File: src/rtl/tdes_pkg.sv
// tdes_pkg: shared widths, DES key-schedule tables (PC1, PC2, SHIFT), FSM
// state enum and small helpers for the Triple DES key scheduler.
// Table entries use DES bit numbering (1 = MSB).
package tdes_pkg;

  localparam int KEY_W    = 64;
  localparam int HALF_W   = 28;
  localparam int CD_W     = 2 * HALF_W;
  localparam int SUBKEY_W = 48;

  typedef enum logic [1:0] {
    S_IDLE  = 2'd0,
    S_LOAD  = 2'd1,
    S_ROUND = 2'd2
  } state_t;

  localparam logic [5:0] PC1 [CD_W] = '{
    6'd57, 6'd49, 6'd41, 6'd33, 6'd25, 6'd17, 6'd9,
    6'd1,  6'd58, 6'd50, 6'd42, 6'd34, 6'd26, 6'd18,
    6'd10, 6'd2,  6'd59, 6'd51, 6'd43, 6'd35, 6'd27,
    6'd19, 6'd11, 6'd3,  6'd60, 6'd52, 6'd44, 6'd36,
    6'd63, 6'd55, 6'd47, 6'd39, 6'd31, 6'd23, 6'd15,
    6'd7,  6'd62, 6'd54, 6'd46, 6'd38, 6'd30, 6'd22,
    6'd14, 6'd6,  6'd61, 6'd53, 6'd45, 6'd37, 6'd29,
    6'd21, 6'd13, 6'd5,  6'd28, 6'd20, 6'd12, 6'd4
  };

  localparam logic [5:0] PC2 [SUBKEY_W] = '{
    6'd14, 6'd17, 6'd11, 6'd24, 6'd1,  6'd5,
    6'd3,  6'd28, 6'd15, 6'd6,  6'd21, 6'd10,
    6'd23, 6'd19, 6'd12, 6'd4,  6'd26, 6'd8,
    6'd16, 6'd7,  6'd27, 6'd20, 6'd13, 6'd2,
    6'd41, 6'd52, 6'd31, 6'd37, 6'd47, 6'd55,
    6'd30, 6'd40, 6'd51, 6'd45, 6'd33, 6'd48,
    6'd44, 6'd49, 6'd39, 6'd56, 6'd34, 6'd53,
    6'd46, 6'd42, 6'd50, 6'd36, 6'd29, 6'd32
  };

  // Per-round left-shift amounts of the forward schedule.
  localparam logic [1:0] SHIFT [16] = '{
    2'd1, 2'd1, 2'd2, 2'd2, 2'd2, 2'd2, 2'd2, 2'd2,
    2'd1, 2'd2, 2'd2, 2'd2, 2'd2, 2'd2, 2'd2, 2'd1
  };

  // Rotations only ever move by 1 or 2 positions.
  function automatic logic [HALF_W-1:0] rol28(input logic [HALF_W-1:0] x,
                                              input logic [1:0] n);
    return (n == 2'd2) ? {x[HALF_W-3:0], x[HALF_W-1:HALF_W-2]}
                       : {x[HALF_W-2:0], x[HALF_W-1]};
  endfunction

  function automatic logic [HALF_W-1:0] ror28(input logic [HALF_W-1:0] x,
                                              input logic [1:0] n);
    return (n == 2'd2) ? {x[1:0], x[HALF_W-1:2]}
                       : {x[0], x[HALF_W-1:1]};
  endfunction

  // Odd parity on every byte of a DES key.
  function automatic logic key_parity_ok(input logic [KEY_W-1:0] k);
    return ^k[63:56] & ^k[55:48] & ^k[47:40] & ^k[39:32] &
           ^k[31:24] & ^k[23:16] & ^k[15:8]  & ^k[7:0];
  endfunction

endpackage

File: src/rtl/des_pc2.sv
// des_pc2: combinational PC2 permutation, 56-bit C||D -> 48-bit subkey.
// Ports: cd (C in [55:28], D in [27:0]), subkey (DES bit 1 at [47]).
module des_pc2
  import tdes_pkg::*;
(
  input  logic [CD_W-1:0]     cd,
  output logic [SUBKEY_W-1:0] subkey
);

  for (genvar i = 0; i < SUBKEY_W; i++) begin : g_pc2
    assign subkey[SUBKEY_W-1-i] = cd[CD_W-PC2[i]];
  end

endmodule

File: src/rtl/tdes_key_scheduler.sv
// tdes_key_scheduler: sequential Triple DES key schedule. After a start
// pulse it streams 48 subkeys (3 passes x 16 rounds) over valid/ready,
// reversing the subkey order on decrypt passes.
// Ports: HCLK/HRESET (async, active high); enable, encryptionType,
// key1..key3 from the slave controller; subkeyReady/subkeyValid/subkey to
// the round datapath; roundNum, passNum, passDecrypt, busy, done, keyError.
// Optional: define TDES_KEY_PARITY_CHECK_EN to reject keys with bad odd
// byte parity at start (keyError sticky until the next good start).
module tdes_key_scheduler
  import tdes_pkg::*;
(
  input  logic                HCLK,
  input  logic                HRESET,
  input  logic                enable,
  input  logic                encryptionType,
  input  logic [KEY_W-1:0]    key1,
  input  logic [KEY_W-1:0]    key2,
  input  logic [KEY_W-1:0]    key3,
  input  logic                subkeyReady,
  output logic                subkeyValid,
  output logic [SUBKEY_W-1:0] subkey,
  output logic [3:0]          roundNum,
  output logic [1:0]          passNum,
  output logic                passDecrypt,
  output logic                busy,
  output logic                done,
  output logic                keyError
);

  state_t              state, state_nxt;
  logic [KEY_W-1:0]    k1_q, k2_q, k3_q, pass_key;
  logic                enc_q;
  logic [HALF_W-1:0]   c_q, d_q;
  logic [3:0]          round_q;
  logic [1:0]          pass_q;
  logic                done_q;
  logic                hs, pass_rev, start_ok;
  logic [CD_W-1:0]     load_cd;
  logic [1:0]          sh_fwd, sh_rev;

  // ---- optional key parity gate ------------------------------------------
`ifdef TDES_KEY_PARITY_CHECK_EN
  logic key_err_q;
  assign start_ok = key_parity_ok(key1) & key_parity_ok(key2) & key_parity_ok(key3);
  always_ff @(posedge HCLK or posedge HRESET) begin
    if (HRESET)                          key_err_q <= 1'b0;
    else if (state == S_IDLE && enable)  key_err_q <= ~start_ok;
  end
  assign keyError = key_err_q;
`else
  assign start_ok = 1'b1;
  assign keyError = 1'b0;
`endif

  // ---- pass key / direction ----------------------------------------------
  // Encrypt is E-K1, D-K2, E-K3; decrypt is D-K3, E-K2, D-K1.
  always_comb begin
    pass_key = k2_q;
    case (pass_q)
      2'd0:    pass_key = enc_q ? k1_q : k3_q;
      2'd1:    pass_key = k2_q;
      default: pass_key = enc_q ? k3_q : k1_q;
    endcase
  end

  assign pass_rev = enc_q ? (pass_q == 2'd1) : (pass_q != 2'd1);

  for (genvar i = 0; i < CD_W; i++) begin : g_pc1
    assign load_cd[CD_W-1-i] = pass_key[KEY_W-PC1[i]];
  end

  // Forward steps to the next round's shift. Reverse undoes the shift of
  // the round just emitted: round r holds DES K(16-r), so stepping back
  // to K(15-r) rotates right by that round's amount, SHIFT[15-r].
  assign sh_fwd = SHIFT[round_q + 4'd1];
  assign sh_rev = SHIFT[4'd15 - round_q];

  assign subkeyValid = (state == S_ROUND);
  assign hs          = subkeyValid & subkeyReady;

  // ---- FSM ---------------------------------------------------------------
  always_ff @(posedge HCLK or posedge HRESET) begin
    if (HRESET) state <= S_IDLE;
    else        state <= state_nxt;
  end

  always_comb begin
    state_nxt = state;
    case (state)
      S_IDLE:  if (enable && start_ok) state_nxt = S_LOAD;
      S_LOAD:  state_nxt = S_ROUND;
      S_ROUND: if (hs && round_q == 4'd15)
                 state_nxt = (pass_q == 2'd2) ? S_IDLE : S_LOAD;
      default: state_nxt = S_IDLE;
    endcase
  end

  // ---- datapath ----------------------------------------------------------
  always_ff @(posedge HCLK or posedge HRESET) begin
    if (HRESET) begin
      k1_q    <= '0;
      k2_q    <= '0;
      k3_q    <= '0;
      enc_q   <= 1'b0;
      c_q     <= '0;
      d_q     <= '0;
      round_q <= '0;
      pass_q  <= '0;
      done_q  <= 1'b0;
    end else begin
      done_q <= 1'b0;
      case (state)
        S_IDLE: if (enable && start_ok) begin
          k1_q    <= key1;
          k2_q    <= key2;
          k3_q    <= key3;
          enc_q   <= encryptionType;
          pass_q  <= 2'd0;
          round_q <= 4'd0;
        end
        S_LOAD: begin
          round_q <= 4'd0;
          // Reverse passes start at K16: PC1 output is already 28 shifts in.
          if (pass_rev) begin
            c_q <= load_cd[CD_W-1:HALF_W];
            d_q <= load_cd[HALF_W-1:0];
          end else begin
            c_q <= rol28(load_cd[CD_W-1:HALF_W], SHIFT[0]);
            d_q <= rol28(load_cd[HALF_W-1:0],    SHIFT[0]);
          end
        end
        S_ROUND: if (hs) begin
          if (round_q != 4'd15) begin
            round_q <= round_q + 4'd1;
            if (pass_rev) begin
              c_q <= ror28(c_q, sh_rev);
              d_q <= ror28(d_q, sh_rev);
            end else begin
              c_q <= rol28(c_q, sh_fwd);
              d_q <= rol28(d_q, sh_fwd);
            end
          end else begin
            round_q <= 4'd0;
            if (pass_q == 2'd2) begin
              pass_q <= 2'd0;
              done_q <= 1'b1;
            end else begin
              pass_q <= pass_q + 2'd1;
            end
          end
        end
        default: ;
      endcase
    end
  end

  des_pc2 u_pc2 (
    .cd     ({c_q, d_q}),
    .subkey (subkey)
  );

  assign roundNum    = round_q;
  assign passNum     = pass_q;
  assign busy        = (state != S_IDLE);
  assign passDecrypt = busy & pass_rev;
  assign done        = done_q;

endmodule

File: config.mk
export PLATFORM = sky130hd
export DESIGN_NAME = tdes_key_scheduler
export DESIGN_NICKNAME = d
export VERILOG_FILES = /design/src/rtl/tdes_pkg.sv /design/src/rtl/des_pc2.sv /design/src/rtl/tdes_key_scheduler.sv
export SDC_FILE = /design/constraint.sdc
export NUM_CORES = 1
export LEC_CHECK = 0
export CAP_MARGIN = 20
export CORE_MARGIN = 3
export CORE_UTILIZATION = 35
export CTS_CLUSTER_DIAMETER = 40
export CTS_CLUSTER_SIZE = 12
export DETAILED_ROUTE_END_ITERATION = 8
export SLEW_MARGIN = 20
export SYNTH_ARGS = -nofsm -noshare
export SYNTH_HDL_FRONTEND = slang
export SYNTH_HIERARCHICAL = 1
export SYNTH_SLANG_ARGS = --single-unit
File: constraint.sdc
create_clock -name HCLK -period 6.91 [get_ports HCLK]
set_input_delay 0.691 -clock HCLK [delete_from_list [all_inputs] [get_ports HCLK]]
set_output_delay 0.691 -clock HCLK [all_outputs]
set_load 0.05 [all_outputs]
==> reports/metrics.yaml <==
finalClockSkew_ns: 0.0142
grt_max_degree: 121
worst_slack_ns: 2.46
grt_pass1_wl_um: 64300
final-max-slew-violation-count: 0
ys_seq_area_frac: 0.436
clock-sinks: 234
status: "completed"
hold_violations: 0
netlist_area_um2: 13400
cts.path.max_buffers: 3
dieArea_um2: 40800
syn_inst: 1138
relSlewSlack: 0.285
antenna_found_initial: 0
swShare: 0.417
p_per_area_nw_per_um2: 530
cp-start-kind: "flip-flop"
ant_nets: 0
drc: 0
firstDrtPassIters: 5
first_global_vias: 10276
fin_nets: 1493
pre_cts_ws_ns: 2.87
cts_hold_buf: 0
area_growth_syn_to_layout_pct: 27.0
ys_types: 52
pwr-share-seq: 0.313
placement.io_buffers: 230
max_cap_violations: 0
start_util: 0.356
wl_um: 42500
gr-total-overflow: 0
dominantRegCellSynth: "dfrtp_1"
p_leak_nw: 6.93
end_kind: "output pin"
period_needed_ns: 4.45
holdPathEnd: "k2_q[38]"
wl_per_cell_um: 23.3
die_h_um: 202
reg2reg_to: "c_q[22]"
synth_top_family_by_area: "multiplexers"
hold_path_class: "flip-flop to flip-flop"
arrival_ns: 3.76
antenna_cells: 0
path_max_fanout: 48
p_sw_mw: 3.77
syn_nets: 1345
rsz0062_at_grt: "false"
fin_cells: 1825
post_cts_resized: 0
r2r_slack_ns: 3.04
viasPerCell: 5.52
drt_iter0_markers: 610
die_w_um: 202
numCtsBuffers: 39
synth_edf_count: 0
clkPwrFrac: 0.207
finalSetupViolCount: 0
vias: 10082
p_int_mw: 5.27
gp_congestion: 0.823
synth_xor_area_frac: 0.00373
critPathKind: "flip-flop to output pin"
r2r-start: "passNum[1]"
fp.coreArea_um2: 37800
final_util: 0.452
max_freq_mhz: 225
cts_htree_levels: 2
holdPathStages: 1
yosysWarnings: 6
critical_path_required_ns: 6.22
ys_async_sr_fraction: 1.00
synth.area.mux_share: 0.303
synthSimpleGateAreaFrac: 0.0508
clk_pin_slew_ns: 0.05
ff2ff_path_depth: 6
ys_ff_latch: 234
track_usage: 0.203
synth_compound_area_frac: 0.136
drive_above_1_share: 0.250
fin_crit_sh: 0.644
pwr-share-comb: 0.480
avgSynthCellArea_um2: 11.8
cts_setup_buffers: 0
hpwl_um: 30500
finalSetupTns_ns: 0
synthAdderAreaFrac: 0.00932
cts_tree: "built"
dp_cells: 1756
max_slew.worst_pin.slew_ns: 1.06
clock_latency_ns: 0.51
rows: 71
clockRootBuffer: "clkbuf_16"
ir_worst_vdd_v: 0.000203
hold_start: "k2_q[38]"
ios: 256
-- worst max-delay path, stage by stage (launching register included) --
cell,delay [ns]
dfrtp_4,0.81
buf_4,0.71
inv_1,0.34
xnor2_2,0.58
nor2_1,0.08
clkdlybuf4s50_1,0.72
-- logic make-up (layout without fill, tap and decap cells) --
| logic type | Yosys count | in the layout |
|---|---|---|
| buf+inv | 152 | 328 |
| compound gates | 248 | 248 |
| flops | 234 | 234 |
| xor+xnor | 4 | 4 |
| mux | 342 | 342 |
| fa+ha+maj | 10 | 10 |
| simple gates | 147 | 147 |
| other cells | 1 | 1 |
-- power groups by stage --
stage / Combinational (mW) / Clock [mW] / Sequential, mW
5_1_grt: 4.66 / 1.97 / 2.94
4_1_cts: 4.35 / 1.92 / 2.83
3_5_place_dp: 4.33 / 0 / 2.85
3_3_place_gp: 4.27 / 0 / 2.82
2_1_floorplan: 3.44 / 0 / 2.50
6_report: 4.34 / 1.87 / 2.83
-- layout by cell type, fill, tap and decap left out, types with 4 or more instances in the layout --
cell type / synthesis / layout
inv_1: 12 / 11
o21bai_1: 6 / 6
mux4_2: 31 / 31
mux2i_1: 108 / 108
clkinvlp_4: 0 / 9
a21oi_1: 27 / 27
a21o_1: 5 / 5
nand2_1: 18 / 16
a22oi_1: 6 / 6
o22ai_1: 15 / 15
clkbuf_8: 0 / 4
clkdlybuf4s50_1: 0 / 230
nor2_1: 71 / 71
nand3_1: 6 / 6
buf_4: 56 / 15
or3_1: 6 / 6
a211oi_1: 33 / 33
clkbuf_16: 0 / 41
nand2b_1: 16 / 15
a221o_1: 24 / 24
clkbuf_1: 46 / 7
o221ai_1: 27 / 27
nor3_1: 13 / 13
a221oi_1: 37 / 37
a22o_1: 7 / 7
ha_1: 10 / 10
o21ai_0: 47 / 47
mux2_2: 203 / 203
dfrtp_1: 234 / 231
clkinv_2: 0 / 6
nor2b_1: 6 / 6
-- cells in the mapped netlist (all sizes together), types with 7 or more instances --
cell type	n	area (um2)
nand2b	16	100
nor2	71	267
a221oi	37	324
buf	93	598
a22o	7	61.3
ha	10	125
a221o	24	240
o22ai	15	93.8
nor3	13	65.1
a21oi	27	135
clkbuf	46	173
o221ai	27	236
mux2	203	2290
dfrtp	234	5860
nand2	18	67.6
mux2i	108	1080
mux4	31	698
a211oi	33	248
o21ai	48	240
inv	13	48.8
-- flip-flops by register name, summed over array words and instances, names as in the netlist, 2 cells and up --
register and cells:
k3_q 56, c_q 28, k2_q 56, state 2
k1_q 56, roundNum 4, passNum 2, d_q 28
-- final cells by class --
class                           count  area, um2
Timing Repair Buffer              246       2430
Clock inverter                     17        159
Fill cell                        3463      20700
Sequential cell                   234       5860
Clock buffer                       52       1110
Multi-Input combinational cell    752       6800
Inverter                           13       52.6
Tap cell                          511        639
-- how the worst max path moves through the flow --
stage	depth (start not counted)	slack, ns	to	start
4_1_cts	5	2.30	passDecrypt	enc_q
3_5_place_dp	5	2.87	passDecrypt	enc_q
2_1_floorplan	1	3.16	c_q[0]	HRESET
6_report	5	2.46	passDecrypt	enc_q
3_3_place_gp	5	2.89	passDecrypt	enc_q
5_1_grt	5	2.15	passDecrypt	enc_q
-- metrics by stage --
stage                     hold slack [ns]  total power [mW]  instance area [um2]
final                               0.495              9.04                17100
after global routing                0.519              9.56                17100
after CTS                           0.496              9.10                17100
after detailed placement            0.485              7.18                15800
after global placement              0.481              7.10                15800
after floorplan                     0.470              5.94                13400
-- metal layers --
layer | part of all wire | vias up | global-route usage
met4 | 0.027 | 0 | 0.0543
met2 | 0.46 | 348 | 0.320
met5 | 0 | - | 0
met3 | 0.058 | 69 | 0.0351
li1 | - | 4578 | -
met1 | 0.45 | 5087 | 0.289
(Power assumes the default switching activity.)
